`src/rtl/iserdes_calib_ctrl_mc.sv`:
```
// iserdes_calib_ctrl_mc: lock-step multi-channel ISERDES IDELAY/bitslip calibration sequencer.
// Optional macro ISERDES_CALIB_INV_EN enables the per-line inversion flag taken from INV_LINE_MASK.
`default_nettype none

module iserdes_calib_ctrl_mc #(
  parameter int                   NUM_CH        = 2,
  parameter int                   NUM_LINES     = 12,
  parameter int                   MAX_SLIP      = 8,
  parameter int                   TIMEOUT_CYC   = 1023,
  parameter logic [NUM_LINES-1:0] INV_LINE_MASK = '0
) (
  input  logic              clk_i,
  input  logic              rst_n_i,
  input  logic              start_i,
  input  logic [NUM_CH-1:0] calib_done_i,
  input  logic [NUM_CH-1:0] calib_fail_i,
  output logic              en_calib_o,
  output logic [NUM_CH-1:0] bitslip_o,
  output logic [7:0]        line_idx_o,
  output logic              use_inv_o,
  output logic              calib_complete_o,
  output logic              calib_error_o,
  output logic [NUM_CH-1:0] err_ch_o
);

  typedef enum logic [6:0] {
    IDLE       = 7'b0000001,
    EN_CALIB   = 7'b0000010,
    WAIT_CALIB = 7'b0000100,
    BITSLIP    = 7'b0001000,
    NEXT_LINE  = 7'b0010000,
    COMPLETE   = 7'b0100000,
    ERROR      = 7'b1000000
  } state_t;

  state_t                 state_q, state_d;
  logic                   en_calib_q, en_calib_d;
  logic [NUM_CH-1:0]      bitslip_q, bitslip_d;
  logic [7:0]             line_idx_q, line_idx_d;
  logic                   complete_q, complete_d;
  logic                   error_q, error_d;
  logic [NUM_CH-1:0]      err_ch_q, err_ch_d;
  logic [15:0]            tmo_q, tmo_d;
  logic [NUM_CH-1:0][3:0] slip_q, slip_d;

  logic [NUM_CH-1:0]      resolved;
  logic [NUM_CH-1:0]      slip_hit;

  always_comb begin
    resolved = calib_done_i | calib_fail_i;
    // A channel hits its limit on the slip being issued right now
    for (int c = 0; c < NUM_CH; c++) begin
      slip_hit[c] = bitslip_q[c] && ((slip_q[c] + 4'd1) == 4'(MAX_SLIP));
    end
  end

  always_comb begin
    state_d    = state_q;
    en_calib_d = en_calib_q;
    bitslip_d  = '0;
    line_idx_d = line_idx_q;
    complete_d = complete_q;
    error_d    = error_q;
    err_ch_d   = err_ch_q;
    tmo_d      = tmo_q;
    slip_d     = slip_q;

    case (state_q)
      IDLE: begin
        en_calib_d = 1'b0;
        state_d    = EN_CALIB;
      end
      EN_CALIB: begin
        en_calib_d = 1'b1;
        tmo_d      = '0;
        state_d    = WAIT_CALIB;
      end
      WAIT_CALIB: begin
        // Resolution on the limit cycle wins over the timeout
        if (&resolved) begin
          en_calib_d = 1'b0;
          if (|calib_fail_i) begin
            bitslip_d = calib_fail_i;
            state_d   = BITSLIP;
          end else begin
            state_d = NEXT_LINE;
          end
        end else if (tmo_q == 16'(TIMEOUT_CYC - 1)) begin
          en_calib_d = 1'b0;
          err_ch_d   = ~resolved;
          error_d    = 1'b1;
          state_d    = ERROR;
        end else begin
          tmo_d = tmo_q + 16'd1;
        end
      end
      BITSLIP: begin
        for (int c = 0; c < NUM_CH; c++) begin
          if (bitslip_q[c]) slip_d[c] = slip_q[c] + 4'd1;
        end
        if (|slip_hit) begin
          err_ch_d = slip_hit;
          error_d  = 1'b1;
          state_d  = ERROR;
        end else begin
          state_d = IDLE;
        end
      end
      NEXT_LINE: begin
        slip_d = '0;
        if (line_idx_q == 8'(NUM_LINES - 1)) begin
          complete_d = 1'b1;
          state_d    = COMPLETE;
        end else begin
          line_idx_d = line_idx_q + 8'd1;
          state_d    = IDLE;
        end
      end
      COMPLETE, ERROR: begin
        if (start_i) begin
          complete_d = 1'b0;
          error_d    = 1'b0;
          err_ch_d   = '0;
          line_idx_d = '0;
          slip_d     = '0;
          state_d    = IDLE;
        end
      end
      default: begin
        en_calib_d = 1'b0;
        state_d    = IDLE;
      end
    endcase
  end

  always_ff @(posedge clk_i or negedge rst_n_i) begin
    if (!rst_n_i) begin
      state_q    <= IDLE;
      en_calib_q <= 1'b0;
      bitslip_q  <= '0;
      line_idx_q <= '0;
      complete_q <= 1'b0;
      error_q    <= 1'b0;
      err_ch_q   <= '0;
      tmo_q      <= '0;
      slip_q     <= '0;
    end else begin
      state_q    <= state_d;
      en_calib_q <= en_calib_d;
      bitslip_q  <= bitslip_d;
      line_idx_q <= line_idx_d;
      complete_q <= complete_d;
      error_q    <= error_d;
      err_ch_q   <= err_ch_d;
      tmo_q      <= tmo_d;
      slip_q     <= slip_d;
    end
  end

`ifdef ISERDES_CALIB_INV_EN
  logic                 use_inv_q, use_inv_d;
  logic [NUM_LINES-1:0] inv_shift;

  always_comb begin
    inv_shift = INV_LINE_MASK >> line_idx_q;
    use_inv_d = inv_shift[0];
  end

  always_ff @(posedge clk_i or negedge rst_n_i) begin
    if (!rst_n_i) use_inv_q <= 1'b0;
    else          use_inv_q <= use_inv_d;
  end

  assign use_inv_o = use_inv_q;
`else
  assign use_inv_o = 1'b0 & (|INV_LINE_MASK);
`endif

  assign en_calib_o       = en_calib_q;
  assign bitslip_o        = bitslip_q;
  assign line_idx_o       = line_idx_q;
  assign calib_complete_o = complete_q;
  assign calib_error_o    = error_q;
  assign err_ch_o         = err_ch_q;

endmodule

`default_nettype wire
```
`config.mk`:
```
export PLATFORM = sky130hd
export DESIGN_NAME = iserdes_calib_ctrl_mc
export DESIGN_NICKNAME = d
export VERILOG_FILES = /design/src/rtl/iserdes_calib_ctrl_mc.sv
export SDC_FILE = /design/constraint.sdc
export NUM_CORES = 1
export LEC_CHECK = 0
export CAP_MARGIN = 40
export CELL_PAD_IN_SITES_DETAIL_PLACEMENT = 0
export CELL_PAD_IN_SITES_GLOBAL_PLACEMENT = 2
export CORE_UTILIZATION = 30
export DETAILED_ROUTE_END_ITERATION = 10
export GPL_TIMING_DRIVEN = 0
export PLACE_DENSITY_LB_ADDON = 0.1
export SYNTH_ARGS = -nofsm -noshare
export SYNTH_HDL_FRONTEND = slang
export SYNTH_SLANG_ARGS = --single-unit
export TNS_END_PERCENT = 10
```
`constraint.sdc`:
```
create_clock -name clk_i -period 4.3 [get_ports clk_i]
set_input_delay 0.86 -clock clk_i [delete_from_list [all_inputs] [get_ports clk_i]]
set_output_delay 0.86 -clock clk_i [all_outputs]
set_load 0.01 [all_outputs]
```
==> flow_metrics.tcl, run 1 <==
set metrics [dict create \
    max_freq_ghz 0.3805 \
    worstHoldPathCells 1 \
    finClkSkew_ns 0.008928 \
    die-area_sq_um 9311 \
    num_vias 2271 \
    htree_levels 2 \
    drc 0 \
    vias_per_cell 5.209 \
    cts_tree "built" \
    ctsLongestPathBuffers 2 \
    floorplan.die.width_um 96.50 \
    yosysMostFrequentCell "dfrtp_1" \
    power_switching_mw 0.5042 \
    pin_count 23 \
    grt-ovfl-total 0 \
    instances_no_fill 436 \
    layout_min_cycle_time_ns 2.628 \
    diodes 0 \
    post_cts_resized 0 \
    setup_viol 0 \
    intPower_mw 0.8723 \
    path_clk_slew_ns 0.09 \
    syn_nets 312 \
    hp-start "calib_complete_o$_DFFE_PN0P_" \
    startpoint "calib_fail_i[0]" \
    fin_hold_ws_ns 0.4867 \
    synth_enable_flop_cells 0 \
    io_buffers 21 \
    ys_async_sr_fraction_pct 100.0 \
    syn_area_sq_um 2679 \
    power.share.clock_pct 20.7 \
    ys_warn_count 0 \
    grt_start_max_net_pins 26 \
    hp-class "flop to flop" \
    crit_arrival_ns 2.86 \
    hold_viol_final 0 \
    p_seq_share_pct 42.7 \
    fin_setup_tns_ns 0 \
    synth_seq_cells 46 \
    crit_type "input port to flop" \
    r2r-start "state_q[5]$_DFFE_PN0P_" \
    dr.pass1.iters 4 \
    hpwl_mm 4.900 \
    post_cts_buffers 0 \
    p_leak_nw 1.276 \
    drtIter0Drc 68 \
    synth_area_per_cell_sq_um 8.989 \
    start_kind "input port" \
    final_antenna_net_count 0 \
    grt_pass1_vias 2154 \
    die_y_um 96.50 \
    num_rows 34 \
    coreArea_sq_um 8678 \
    p_per_area_nw_per_um2 439.2 \
    drv_cap 0 \
    rr_worst_depth 8 \
    outcome "complete, no violations" \
    post_drt_wl_per_cell_um 15.47 \
    ys.flop_type "dfrtp_1" \
    grt_first_pass_wirelength_mm 11.07 \
    synth_top_area_share_pct 42.04 \
    cts.sinks 46 \
    relSlewSlack_pct 44.52 \
    cts_made_buffers 5 \
    drive_gt1_share_pct 6.098 \
    ir_drop_v 0.0001754 \
    design_area_sq_um 3134 \
    ys_types 52 \
    clock_latency_ns 0.31 \
    grt_setup_unrepaired "false" \
    start_util_pct 30.87 \
    yosys.area.top_type "dfrtp_1" \
    antenna_found_initial 0 \
    hold_buffers 0 \
    min_period_over_period_pct 61.12 \
    areaGrowthSynthToFinish_pct 17.00 \
    worst-path-max-fanout 6 \
    dp.cells 428 \
    fin_nets 341 \
    synth_seq_area_share_pct 43.02 \
    synthTopCellsByCount "dfrtp_1 (45), o21ai_0 (33), nand2_1 (24), nor2_1 (24), nand3_1 (19)" \
    p_comb_share_pct 36.6 \
    yosys-top-cells-area "dfrtp_1 (42%), o21ai_0 (6.2%), nand3_1 (3.5%), nand2_1 (3.4%), nor2_1 (3.4%)" \
    grtUsageTotal_pct 15.72 \
    crit_path_end_kind "flop" \
    gp_congestion 0.7474 \
    critPathRequiredTime_ns 4.53 \
    root_buffer "clkbuf_8" \
    swShare_pct 36.63 \
    report.final.slew_viol_count 0 \
    worst_pin_slew_ns 0.8285 \
    netlist_instances 298 \
    placed_area_sq_um 3039 \
    wl_mm 6.743 \
]
## layer usage
layer / up-vias / GRT usage [%] / share of wire [%]
li1: 1156 / - / -
met1: 1086 / 21.33 / 50
met2: 22 / 25.70 / 47
met3: 7 / 2.582 / 2.0
met4: 0 / 4.412 / 1.0
met5: - / 0 / 0
## critical path: stages
cell and delay (ns):
clkdlybuf4s50_1 0.50, o22a_1 0.33, nor4_1 0.49, nand3_1 0.20, or3_1 0.34, a21oi_1 0.14
## path summary, 6_finish.rpt
kind,end,slack (ns)
max in group asynchronous,calib_error_o$_DFFE_PN0P_,3.24
worst max register to register,tmo_q[4]$_DFFE_PN0P_,1.74
worst min-delay path,calib_complete_o$_DFFE_PN0P_,0.49
worst max-delay path,tmo_q[13]$_DFFE_PN0P_,1.67
worst min register to register,calib_complete_o$_DFFE_PN0P_,0.49
min in group asynchronous,line_idx_o[0]$_DFFE_PN0P_,0.53
## through the flow
step                util, %  power (mW)  worst slack, ns
floorplan                 -      0.9373            2.072
global placement      34.85       1.100           0.8628
detailed placement    35.02       1.097            1.363
CTS                   36.12       1.394            1.680
global route          36.12       1.485            1.464
finish                36.12       1.376            1.672
## power by group through the flow
stage          registers [mW]  logic (mW)  clock network (mW)
2_1_floorplan           0.589       0.348                   0
3_3_place_gp            0.596       0.504                   0
3_5_place_dp            0.596       0.501                   0
4_1_cts                 0.588       0.507               0.300
5_1_grt                 0.599       0.570               0.316
6_report                0.587       0.504               0.285
## state kept, by name (all words and copies together) (netlist names)
name,cells
err_ch_o,2
calib_complete_o,1
calib_error_o,1
slip_q,8
en_calib_o,1
line_idx_o,8
bitslip_o,2
state_q,7
tmo_q,16
## layout by cell type (no fill, tap or decap), drive strengths merged, types with 7 or more instances in the layout
cell type / n
ha: 7
nand2: 24
a21oi: 14
o21ai: 34
a31oi: 7
nor2b: 10
buf: 7
nor2: 24
and3: 10
nand3: 19
clkbuf: 15
nand4: 10
or3: 8
nor3: 7
clkdlybuf4s50: 20
dfrtp: 45
## cells by family (layout without fill, tap and decap cells)
family,Yosys count,in the layout,share of synthesized area (%)
muxes,4,4,1.635
buffers and inverters,19,49,3.083
and+or+nand+nor,130,130,26.44
DFF,46,46,43.02
other,1,1,0.1400
xor gates and xnor gates,9,9,2.942
AOI/OAI and AO/OA,82,82,19.48
adders and majority gates,7,7,3.269
## cell type report
| class | instances | area [sq um] |
|---|---|---|
| Fill cell | 931 | 5544 |
| Multi-Input combinational cell | 233 | 1444 |
| Sequential cell | 46 | 1152 |
| Timing Repair Buffer | 22 | 225.2 |
| Tap cell | 108 | 135.1 |
| Clock buffer | 6 | 82.58 |
| Buffer | 14 | 63.81 |
| Inverter | 5 | 18.77 |
| Clock inverter | 2 | 12.51 |
(Power assumes the default switching activity.)
==> inputs of run 2 (changes only) <==
==> constraint.sdc (replaced) <==
create_clock -name clk_i -period 2.5 [get_ports clk_i]
set_input_delay 0.5 -clock clk_i [delete_from_list [all_inputs] [get_ports clk_i]]
set_output_delay 0.5 -clock clk_i [all_outputs]
set_load 0.01 [all_outputs]
==> flow_metrics.tcl, run 2 (same netlist as run 1, synthesis figures left out) <==
set metrics [dict create \
    drtIter0Drc 97 \
    top_layer_used "met4" \
    io_buffers 21 \
    drive_gt1_share_pct 8.459 \
    drc 0 \
    cts_made_buffers 5 \
    diodes 0 \
    place_ws_ns -0.07696 \
    setup_viol 0 \
    p_leak_nw 1.307 \
    pin_count 23 \
    r2r-start "state_q[3]$_DFFE_PN0P_" \
    relSlewSlack_pct 47.55 \
    wirelength_met1_mm 3.383 \
    grt_setup_unrepaired "true" \
    start_kind "flop" \
    post_drt_wl_per_cell_um 15.44 \
    vias_per_cell 5.205 \
    ctsLongestPathBuffers 2 \
    final_cell_mix "dfrtp_1 (45), o21ai_0 (33), nor2_1 (24), nand2_1 (24), clkdlybuf4s50_1 (20)" \
    report.final.slew_viol_count 0 \
    antenna_found_initial 0 \
    grt_first_pass_wirelength_mm 11.07 \
    die_y_um 96.50 \
    cts.sinks 46 \
    grtUsageTotal_pct 15.72 \
    fin_nets 344 \
    grt_start_max_net_pins 26 \
    crit_path_end_kind "flop" \
    coreArea_sq_um 8678 \
    crit_type "flop to flop" \
    dr.pass1.iters 4 \
    gp_congestion 0.7474 \
    largest-register "tmo_q" \
    num_rows 34 \
    placed_area_sq_um 3039 \
    path_clk_slew_ns 0.09 \
    wl_met2_mm 3.168 \
    largest_reg_flops 16 \
    grt-ovfl-total 0 \
    num_vias 2285 \
    min_period_over_period_pct 93.10 \
    crit_arrival_ns 2.52 \
    clock_latency_ns 0.31 \
    p_per_area_nw_per_um2 746.2 \
    worst_pin_slew_ns 0.7834 \
    startpoint "state_q[3]$_DFFE_PN0P_" \
    outcome "complete, no violations" \
    root_buffer "clkbuf_8" \
    worst_slack_ns 0.1724 \
    fill_cells 927 \
    final_common_cell "dfrtp_1" \
    critPathRequiredTime_ns 2.70 \
    htree_levels 2 \
    die-area_sq_um 9311 \
    start_util_pct 30.87 \
    areaGrowthSynthToFinish_pct 18.92 \
    wl_mm 6.777 \
    routed-wl-met3_um 156 \
    hp-class "input port to asynchronous set/reset pin" \
    finClkSkew_ns 0.009950 \
    cts_tree "built" \
    max_freq_ghz 0.4296 \
    floorplan.die.width_um 96.50 \
    fin_setup_tns_ns 0 \
    final_antenna_net_count 0 \
    hpwl_mm 4.900 \
    layout_min_cycle_time_ns 2.328 \
    design_area_sq_um 3186 \
    ir_drop_v 0.0003017 \
    worst-path-max-fanout 7 \
    drv_cap 0 \
    grt_pass1_vias 2154 \
    hold_viol_final 0 \
]
[run 2: through the flow]
stage	utilization, %	power (mW)	std cells	hold slack, ns
2_1_floorplan	-	1.612	298	0.2044
3_3_place_gp	34.85	1.892	427	0.4629
3_5_place_dp	35.02	1.886	428	0.4734
4_1_cts	36.20	2.400	436	0.1810
5_1_grt	36.71	2.566	439	0.2105
6_report	36.71	2.377	439	0.1735
[run 2: worst max-delay path, cell delays in order, from the launching register on]
cell and delay [ns]:
dfrtp_1 0.46, or4_4 0.58, nor3_4 0.24, a22oi_2 0.13
a2111oi_4 0.44, mux2_1 0.36
[run 2: path summary, 6_finish.rpt]
path | end | slack [ns] | depth (start not counted)
setup / recovery | err_ch_o[1]$_DFFE_PN0P_ | 0.17 | 5
hold / removal | line_idx_o[0]$_DFFE_PN0P_ | 0.17 | 1
setup reg to reg | err_ch_o[1]$_DFFE_PN0P_ | 0.17 | 5
hold reg to reg | calib_complete_o$_DFFE_PN0P_ | 0.49 | 1
max in group asynchronous | calib_error_o$_DFFE_PN0P_ | 1.80 | 2
min in group clk_i | calib_complete_o$_DFFE_PN0P_ | 0.49 | 1
[run 2: timing repair]
action / in CTS / in global routing
cloned: 0 / 0
endpoints found under the hold margin: 0 / 0
pin swaps: 1 / 3
setup buffers: 0 / 4
gates resized for setup: 2 / 3
hold buffers: 0 / 0
endpoints found under the setup margin: 7 / 14
[run 2: layout make-up]
class                   instances  area (sq um)  area share (%)
repair buffers                 26         255.2           8.013
well taps                     108         135.1           4.242
inverters                       5         18.77          0.5892
multi-input cells             233          1468           46.07
clock buffers                   6         82.58           2.592
clock inverters                 2         12.51          0.3928
flip-flops and latches         46          1152           36.17
plain buffers                  13         61.31           1.925
[run 2: routing by layer]
metal,global-route usage [%],up-vias
li1,-,1163
met1,21.34,1088
met2,25.70,27
met3,2.582,7
met4,4.412,0
met5,0,-
[run 2: report_power, final]
part	leakage, nW	total [mW]	switching, mW	internal, mW
Clock	0.0472	0.490	0.267	0.223
Sequential	0.578	1.04	0.153	0.883
Combinational	0.682	0.851	0.450	0.401
==> inputs of run 3 (changes only) <==
--- a/config.mk
+++ b/config.mk
@@ -12,6 +12,8 @@
 export DETAILED_ROUTE_END_ITERATION = 10
 export GPL_TIMING_DRIVEN = 0
 export PLACE_DENSITY_LB_ADDON = 0.1
+export SETUP_SLACK_MARGIN = 0.02
+export SKIP_LAST_GASP = 1
 export SYNTH_ARGS = -nofsm -noshare
 export SYNTH_HDL_FRONTEND = slang
 export SYNTH_SLANG_ARGS = --single-unit
==> flow_metrics.tcl, run 3 (same netlist as run 1, synthesis figures left out) <==
set metrics [dict create \
    outcome "complete, no violations" \
    crit_path_end_kind "flop" \
    setup_viol 0 \
    top_usage_layer "met2" \
    hold_viol_final 0 \
    grt_start_max_net_pins 26 \
    crit_arrival_ns 2.52 \
    io_buffers 21 \
    largest-register "tmo_q" \
    grt-ovfl-total 0 \
    post_drt_wl_per_cell_um 15.50 \
    final_antenna_net_count 0 \
    hold_buffers 0 \
    vias_per_cell 5.226 \
    num_rows 34 \
    p_leak_nw 1.306 \
    wl_mm 6.803 \
    worst_pin_slew_ns 0.7923 \
    critPathRequiredTime_ns 2.67 \
    root_buffer "clkbuf_8" \
    crit_type "flop to flop" \
    start_util_pct 30.87 \
    grtUsageTotal_pct 15.72 \
    hpwl_mm 4.900 \
    placed_area_sq_um 3039 \
    dp.cells 428 \
    p_per_area_nw_per_um2 746.6 \
    design_area_sq_um 3179 \
    met1_usage_pct 21.34 \
    gp_congestion 0.7474 \
    path_clk_slew_ns 0.09 \
    finClkSkew_ns 0.01080 \
    clock_latency_ns 0.31 \
    die-area_sq_um 9311 \
    dr.pass1.iters 4 \
    fin_nets 344 \
    slowest_delay_ns 0.37 \
    cts_made_buffers 5 \
    htree_levels 2 \
    min_period_over_period_pct 94.00 \
    max_freq_ghz 0.4255 \
    r2r-start "state_q[5]$_DFFE_PN0P_" \
    startpoint "state_q[5]$_DFFE_PN0P_" \
    grt_setup_unrepaired "true" \
    worst-path-max-fanout 10 \
    start_kind "flop" \
    final_common_cell "dfrtp_1" \
    report.final.slew_viol_count 0 \
    layout_min_cycle_time_ns 2.350 \
    floorplan.die.width_um 96.50 \
    die_y_um 96.50 \
    drc 0 \
    grt_pass1_vias 2154 \
    largest_reg_flops 16 \
    instances_no_fill 439 \
    cts_tree "built" \
    antenna_found_initial 0 \
    grt_util_met3_pct 2.582 \
    fin_setup_tns_ns 0 \
    drv_cap 0 \
    hp-class "input port to asynchronous set/reset pin" \
    relSlewSlack_pct 46.69 \
    cpMaxStageDelayCell "dfrtp_1" \
    cts.sinks 46 \
    coreArea_sq_um 8678 \
    areaGrowthSynthToFinish_pct 18.68 \
    drive_gt1_share_pct 8.157 \
    path_cells "clkbuf_1 > nor3_4 > and3_1 > clkbuf_1 > nand3_2 > clkbuf_2 > o21ai_0 > a21oi_1" \
    diodes 0 \
    worst_slack_ns 0.1501 \
    place_ws_ns -0.07696 \
    grt_first_pass_wirelength_mm 11.07 \
    pin_count 23 \
    crit_top_cell "clkbuf_1" \
    grt_use_met2_pct 25.70 \
    final_cell_mix "dfrtp_1 (45), o21ai_0 (33), nor2_1 (24), nand2_1 (24), clkdlybuf4s50_1 (20)" \
    ctsLongestPathBuffers 2 \
    drtIter0Drc 82 \
    num_vias 2294 \
    fin_hold_ws_ns 0.1737 \
    ir_drop_v 0.0003018 \
]
-- run 3: report_power, final --
group          internal [mW]  switching, mW
clock                  0.223          0.269
sequential             0.883          0.150
combinational          0.398          0.451
-- run 3: worst max-delay path, delay by kind of cell (launching register included) --
family	cells	cell delay [ns]
buffers and inverters	3	0.77
AOI/OAI and AO/OA	2	0.29
DFF	1	0.37
and+or+nand+nor	3	0.77
-- run 3: area by class of cell --
type	count	area, sq um
Tap cell	108	135.1
Inverter	5	18.77
Sequential cell	46	1152
Clock buffer	6	82.58
Buffer	13	61.31
Clock inverter	2	12.51
Multi-Input combinational cell	233	1461
Fill cell	926	5499
Timing Repair Buffer	26	255.2
-- run 3: what timing repair did --
action	CTS	global route
gates resized for setup	2	2
setup endpoints to repair	10	18
setup buffers	0	4
cloned	0	0
pin swaps	1	2
-- run 3: final timing paths --
kind / to / slack [ns] / depth (start not counted)
worst max register to register: tmo_q[4]$_DFFE_PN0P_ / 0.15 / 8
min in group clk_i: calib_complete_o$_DFFE_PN0P_ / 0.49 / 1
worst min-delay path: line_idx_o[0]$_DFFE_PN0P_ / 0.17 / 1
worst max-delay path: tmo_q[4]$_DFFE_PN0P_ / 0.15 / 8
worst min register to register: calib_complete_o$_DFFE_PN0P_ / 0.49 / 1
max in group asynchronous: calib_error_o$_DFFE_PN0P_ / 1.80 / 2
-- run 3: metrics by stage --
step,power (mW),utilization [%]
6_report,2.374,36.63
5_1_grt,2.558,36.63
4_1_cts,2.400,36.20
3_5_place_dp,1.886,35.02
3_3_place_gp,1.892,34.85
2_1_floorplan,1.612,-
-- run 3: layer usage --
metal | part of all wire (%) | routed length (um)
met1 | 50 | 3433
met2 | 47 | 3178
met3 | 1.8 | 122
met4 | 1.0 | 68
met5 | 0 | 0
